**src/rtl/dmem_responder.sv**
```systemverilog
// Data-memory responder: 32 x 32-bit words behind a valid/ready request
// channel, with a programmable wait before a response held until accepted.
module dmem_responder #(
   parameter int READ_LAT  = 2,
   parameter int WRITE_LAT = 1
) (
   input  logic        clk,
   input  logic        rst,
   input  logic        req_valid,
   output logic        req_ready,
   input  logic        req_we,
   input  logic [4:0]  req_addr,
   input  logic [31:0] req_wdata,
   output logic        rsp_valid,
   input  logic        rsp_ready,
   output logic        rsp_we,
   output logic [31:0] rsp_rdata,
   output logic        busy,
   output logic [15:0] acc_count
);

   generate
      if (READ_LAT < 1 || READ_LAT > 15) begin : g_bad_rlat
         $error("dmem_responder: READ_LAT must be 1..15");
      end
      if (WRITE_LAT < 1 || WRITE_LAT > 15) begin : g_bad_wlat
         $error("dmem_responder: WRITE_LAT must be 1..15");
      end
   endgenerate

   localparam logic [3:0] RL = 4'(READ_LAT);
   localparam logic [3:0] WL = 4'(WRITE_LAT);

   typedef enum logic [1:0] {
      IDLE = 2'd0,
      WAIT = 2'd1,
      RESP = 2'd2
   } state_t;

   state_t      state_q, state_d;
   logic [3:0]  cnt_q, cnt_d;
   logic        we_q, we_d;
   logic [4:0]  addr_q, addr_d;
   logic        rsp_valid_q, rsp_valid_d;
   logic        rsp_we_q, rsp_we_d;
   logic [31:0] rsp_rdata_q, rsp_rdata_d;
   logic [15:0] acc_q, acc_d;
   logic [31:0] mem_q [32];

   logic       accept;
   logic [3:0] lat;

   assign accept = req_valid && (state_q == IDLE);
   assign lat    = req_we ? WL : RL;

   always_ff @(posedge clk or posedge rst) begin
      if (rst) begin
         state_q     <= IDLE;
         cnt_q       <= 4'd0;
         we_q        <= 1'b0;
         addr_q      <= 5'd0;
         rsp_valid_q <= 1'b0;
         rsp_we_q    <= 1'b0;
         rsp_rdata_q <= 32'd0;
         acc_q       <= 16'd0;
      end else begin
         state_q     <= state_d;
         cnt_q       <= cnt_d;
         we_q        <= we_d;
         addr_q      <= addr_d;
         rsp_valid_q <= rsp_valid_d;
         rsp_we_q    <= rsp_we_d;
         rsp_rdata_q <= rsp_rdata_d;
         acc_q       <= acc_d;
      end
   end

   always_ff @(posedge clk or posedge rst) begin
      if (rst) begin
         for (int i = 0; i < 32; i++) begin
            mem_q[i] <= 32'd0;
         end
      end else if (accept && req_we) begin
         mem_q[req_addr] <= req_wdata;
      end
   end

   always_comb begin
      state_d = state_q;
      cnt_d   = cnt_q;
      unique case (state_q)
         IDLE: begin
            if (accept) begin
               if (lat == 4'd1) begin
                  state_d = RESP;
               end else begin
                  state_d = WAIT;
                  cnt_d   = lat - 4'd2;
               end
            end
         end
         WAIT: begin
            if (cnt_q == 4'd0) begin
               state_d = RESP;
            end else begin
               cnt_d = cnt_q - 4'd1;
            end
         end
         RESP: begin
            if (rsp_ready) begin
               state_d = IDLE;
            end
         end
         default: state_d = IDLE;
      endcase
   end

   // A LAT=1 read enters RESP on its accept edge, so read via the _d capture.
   always_comb begin
      we_d        = we_q;
      addr_d      = addr_q;
      acc_d       = acc_q;
      rsp_valid_d = rsp_valid_q;
      rsp_we_d    = rsp_we_q;
      rsp_rdata_d = rsp_rdata_q;
      if (accept) begin
         we_d   = req_we;
         addr_d = req_addr;
         acc_d  = acc_q + 16'd1;
      end
      if (state_q != RESP && state_d == RESP) begin
         rsp_valid_d = 1'b1;
         rsp_we_d    = we_d;
         rsp_rdata_d = we_d ? 32'd0 : mem_q[addr_d];
      end
      if (state_q == RESP && rsp_ready) begin
         rsp_valid_d = 1'b0;
         rsp_rdata_d = 32'd0;
      end
   end

   assign req_ready = (state_q == IDLE);
   assign busy      = (state_q != IDLE);
   assign rsp_valid = rsp_valid_q;
   assign rsp_we    = rsp_we_q;
   assign rsp_rdata = rsp_rdata_q;
   assign acc_count = acc_q;

endmodule
```
**config.mk**
```make
export PLATFORM = sky130hd
export DESIGN_NAME = dmem_responder
export DESIGN_NICKNAME = d
export VERILOG_FILES = /design/src/rtl/dmem_responder.sv
export SDC_FILE = /design/constraint.sdc
export NUM_CORES = 2
export LEC_CHECK = 0
export BUFFER_PORTS_ARGS = -buffer_cell sky130_fd_sc_hd__buf_4
export CORE_ASPECT_RATIO = 1.1
export CORE_UTILIZATION = 26
export DETAILED_ROUTE_END_ITERATION = 10
export PLACE_DENSITY = 0.43
export SYNTH_ARGS = -nofsm -noshare
export SYNTH_HDL_FRONTEND = slang
export SYNTH_SLANG_ARGS = --single-unit
export TNS_END_PERCENT = 10
```
**constraint.sdc**
```tcl
create_clock -name clk -period 74.2 [get_ports clk]
set_input_delay 3.71 -clock clk [delete_from_list [all_inputs] [get_ports clk]]
set_output_delay 3.71 -clock clk [all_outputs]
set_load 0.01 [all_outputs]
```
==> Implementation_results.wiki <==
{| class="wikitable"
! Metric !! Value
|-
| Final Slew Violations || 0
|-
| Min setup slack post-route || between 60 and 70 ns
|-
| Number of buffers on the longest clock path || 3
|-
| Number of max-capacitance violations reported || 0
|-
| Launching element type of the critical path || input pin
|-
| Power per standard cell area || 35.3 nW/um2
|-
| Normalized max-slew margin || 18.1%
|-
| Synthesized netlist net count || ~4300
|-
| Dpl ws || 65.33 ns
|-
| Post-Route Skew || 0.0213 ns
|-
| Worst-margin pin slew || 1.23 ns
|-
| Peak supply drop || 0.0000328 V
|-
| Slack of the worst reg-to-reg path || around 69 ns
|-
| Final worst-path cycle share || 10.8%
|-
| Crit. Startpoint || req_valid
|-
| Total power of the final layout || roughly 2.1 mW
|-
| Post CTS Setup Buffer Count || 0
|-
| Largest fanout of any net on the critical path || 126
|-
| Layout Cells excl Fill || 6855
|-
| Maximum level of the CTS H-tree || 4
|-
| Hold Crit Endpoint || acc_count[15]
|-
| Area of the mapped netlist || between 50000 and 60000 um2
|-
| Via count of the routed design || 34821
|-
| Filler Cell Count || 20341
|-
| Area added between synthesis and finish || 14.5%
|-
| Global-route wire length before repair || 266000 um
|-
| Hold_buf cts || 0
|-
| GR Overflow Total || 0
|-
| Number of enable flip-flop cells after synthesis || 0
|-
| Initial DRC count || ~2300
|-
| Netlist cell types || 59
|-
| Leakage power total || 27.8 nW
|-
| Worst endpoint data arrival time || 8.70 ns
|-
| Count of state elements after synthesis || 1086
|-
| Fraction of registers with async set or reset after synthesis || 100%
|-
| Post-synthesis sequential area ratio || 51.8%
|-
| Path category of the worst min-delay check || reg -> reg
|-
| Post-Layout Inst Area || 60100 um2
|-
| Total number of clock tree sinks || 1086
|-
| DP HPWL || around 97000 um
|-
| Post-detailed-placement cell area || 55700 um2
|-
| Share of Yosys cell area claimed by the top area cell type || about 52%
|-
| Top flip-flop cell by instance count after synthesis || sky130_fd_sc_hd__dfrtp_1
|-
| Cell depth of the worst hold path || 1
|-
| Commonest non-fill, non-tap cell in the layout || sky130_fd_sc_hd__dfrtp_1
|-
| Hold Violations, Final || 0
|-
| DIE HEIGHT || between 400 and 500 um
|-
| Library cell occupying the most area in the post-synthesis netlist || sky130_fd_sc_hd__dfrtp_1
|-
| Core Box Area || 200000 um2
|-
| Boundary pin count || between 90 and 100
|-
| Clock tree from TritonCTS || built
|-
| Setup violations, final || 0
|-
| Via-to-Cell Ratio || 5.08
|-
| Clock slew at reported path FFs || 0.05 ns
|-
| Fraction of the core area covered by cells at the end of the flow || a little under a third
|-
| Clk_lat worst skew || 0.79 ns
|-
| FF-to-FF Start || state_q[1]
|-
| Total Nets Final || 4194
|-
| Resized Gates After CTS || 0
|-
| Cell types occupying the most area after synthesis || sky130_fd_sc_hd__dfrtp_1, sky130_fd_sc_hd__mux2_2, sky130_fd_sc_hd__mux2i_1
|-
| Number of antenna violations at the first check in global routing || 11
|-
| Warning count from the yosys run || 0
|-
| Cells after DPL || about 6600
|-
| Commonest non-fill, non-tap cells in the layout || sky130_fd_sc_hd__dfrtp_1, sky130_fd_sc_hd__mux2_2, sky130_fd_sc_hd__mux2i_1
|-
| Drt wl/cell || roughly 26 um
|-
| Setup repair after global routing missed its margin || no
|-
| Port bufs || 93
|-
| Vias in the first global route || 36049
|-
| Post-layout min period || around 8.0 ns
|-
| RePlAce Congestion || 0.727
|-
| Starting Density || 26.2%
|-
| Die width || 430 um
|-
| Path type of the worst setup path || in -> reg
|-
| Post-Syn Area per Cell || ~12 um2
|-
| Share of layout cells above drive strength 1 || 33.6%
|-
| Antenna Nets Post-Route || 0
|-
| Final hold slack || 0.462 ns
|-
| Fmax || approximately 0.12 GHz
|-
| Total Negative Setup Slacks || 0 ns
|-
| Largest net degree at the start of global routing || 166
|-
| Final routed wirelength across all metal layers || 181000 um
|-
| Number of buffers created by CTS || 136
|-
| # rows || 172
|-
| Required arrival time at the worst endpoint || 74.88 ns
|-
| Kind of end point of the critical path || flop
|-
| Root Buffer Master || sky130_fd_sc_hd__clkbuf_16
|-
| Number of design rule violations left after detail routing || 0
|-
| Hold Crit Start || acc_count[15]
|-
| Depth of the worst register-to-register path || 12
|-
| Overall track demand over capacity in global routing || 17.8%
|-
| Critical R2R Capture || rsp_rdata[17]
|-
| Post-Syn Instances || 4234
|-
| Run status || finished clean
|-
| Die ar. || 204000 um2
|-
| Number of detailed-route iterations in the first pass || 5
|}
==> cell type report <==
cell class                      instances  area (um2)  area share (%)
Sequential cell                      1086       27200            45.2
Multi-Input combinational cell       2626       23300            38.8
Clock buffer                          195        3940            6.56
Tap cell                             2610        3270            5.44
Timing Repair Buffer                  186        1450            2.41
Clock inverter                         37         452           0.752
Inverter                              114         445           0.742
Antenna cell                            1        2.50         0.00417
==> how the worst max path moves through the flow <==
| stage | slack, ns | endpoint |
|---|---|---|
| 3_5_place_dp | 65.33 | mem_q[655] |
| 2_1_floorplan | 39.92 | acc_count[0] |
| 6_report | 66.18 | rsp_rdata[17] |
| 4_1_cts | 66.19 | mem_q[591] |
| 3_3_place_gp | 65.39 | mem_q[1007] |
| 5_1_grt | 65.71 | mem_q[581] |
==> synthesized netlist by cell type, drive strengths merged, types with 3 or more instances <==
cell        n
a211oi    224
a21oi      42
a221oi     41
a22oi      29
a31oi       8
a32oi      32
and2       10
and4        4
and4bb      4
buf       203
clkbuf    205
dfrtp    1086
inv       114
mux2      976
mux2i     512
mux4       12
nand2     204
nand2b     19
nand3      49
nand3b      6
nand4      29
nand4b      3
nor2      127
nor2b       6
nor3       17
nor3b       5
o2111ai    12
o211ai     38
o21ai     147
o21bai      6
o22ai      28
or3b        3
xnor2      10
xor2        5
==> power by group <==
group          leakage [nW]  switching (mW)  internal (mW)
logic                  11.1           0.422          0.259
registers              14.5          0.0714          0.706
clock network          2.17           0.266          0.396
total                  27.8           0.760           1.36
==> kinds of logic after synthesis <==
logic type / synth area share, %
compound gates: 8.11
fa+ha+maj: 0.0477
flops: 51.8
mux: 31.2
buf+inv: 4.25
simple gates: 4.31
xor+xnor: 0.250
==> critical path, stage by stage <==
cell                        delay, ns
sky130_fd_sc_hd__buf_4           0.15
sky130_fd_sc_hd__or3b_4          0.59
sky130_fd_sc_hd__buf_4           0.44
sky130_fd_sc_hd__buf_4           0.65
sky130_fd_sc_hd__a21oi_4         0.13
sky130_fd_sc_hd__buf_12          0.41
sky130_fd_sc_hd__inv_8           0.72
sky130_fd_sc_hd__buf_4           0.72
sky130_fd_sc_hd__mux2i_1         0.17
sky130_fd_sc_hd__a22oi_1         0.27
sky130_fd_sc_hd__o2111ai_1       0.25
sky130_fd_sc_hd__o211ai_1        0.24
==> registers in the layout (all words and copies together), names as in the netlist, 2 cells and up <==
| register | flops |
|---|---|
| cnt_q | 4 |
| state_q | 2 |
| mem_q | 1024 |
| rsp_rdata | 32 |
| addr_q | 5 |
| acc_count | 16 |
==> metal layers <==
layer	GRT usage, %	up-vias	wire [um]
met5	0	-	10
met4	4.53	2	3620
met3	2.59	206	6690
met2	28.8	684	85000
met1	24.8	18716	85800
li1	-	15213	-
Power figures use the tool's default switching activity.
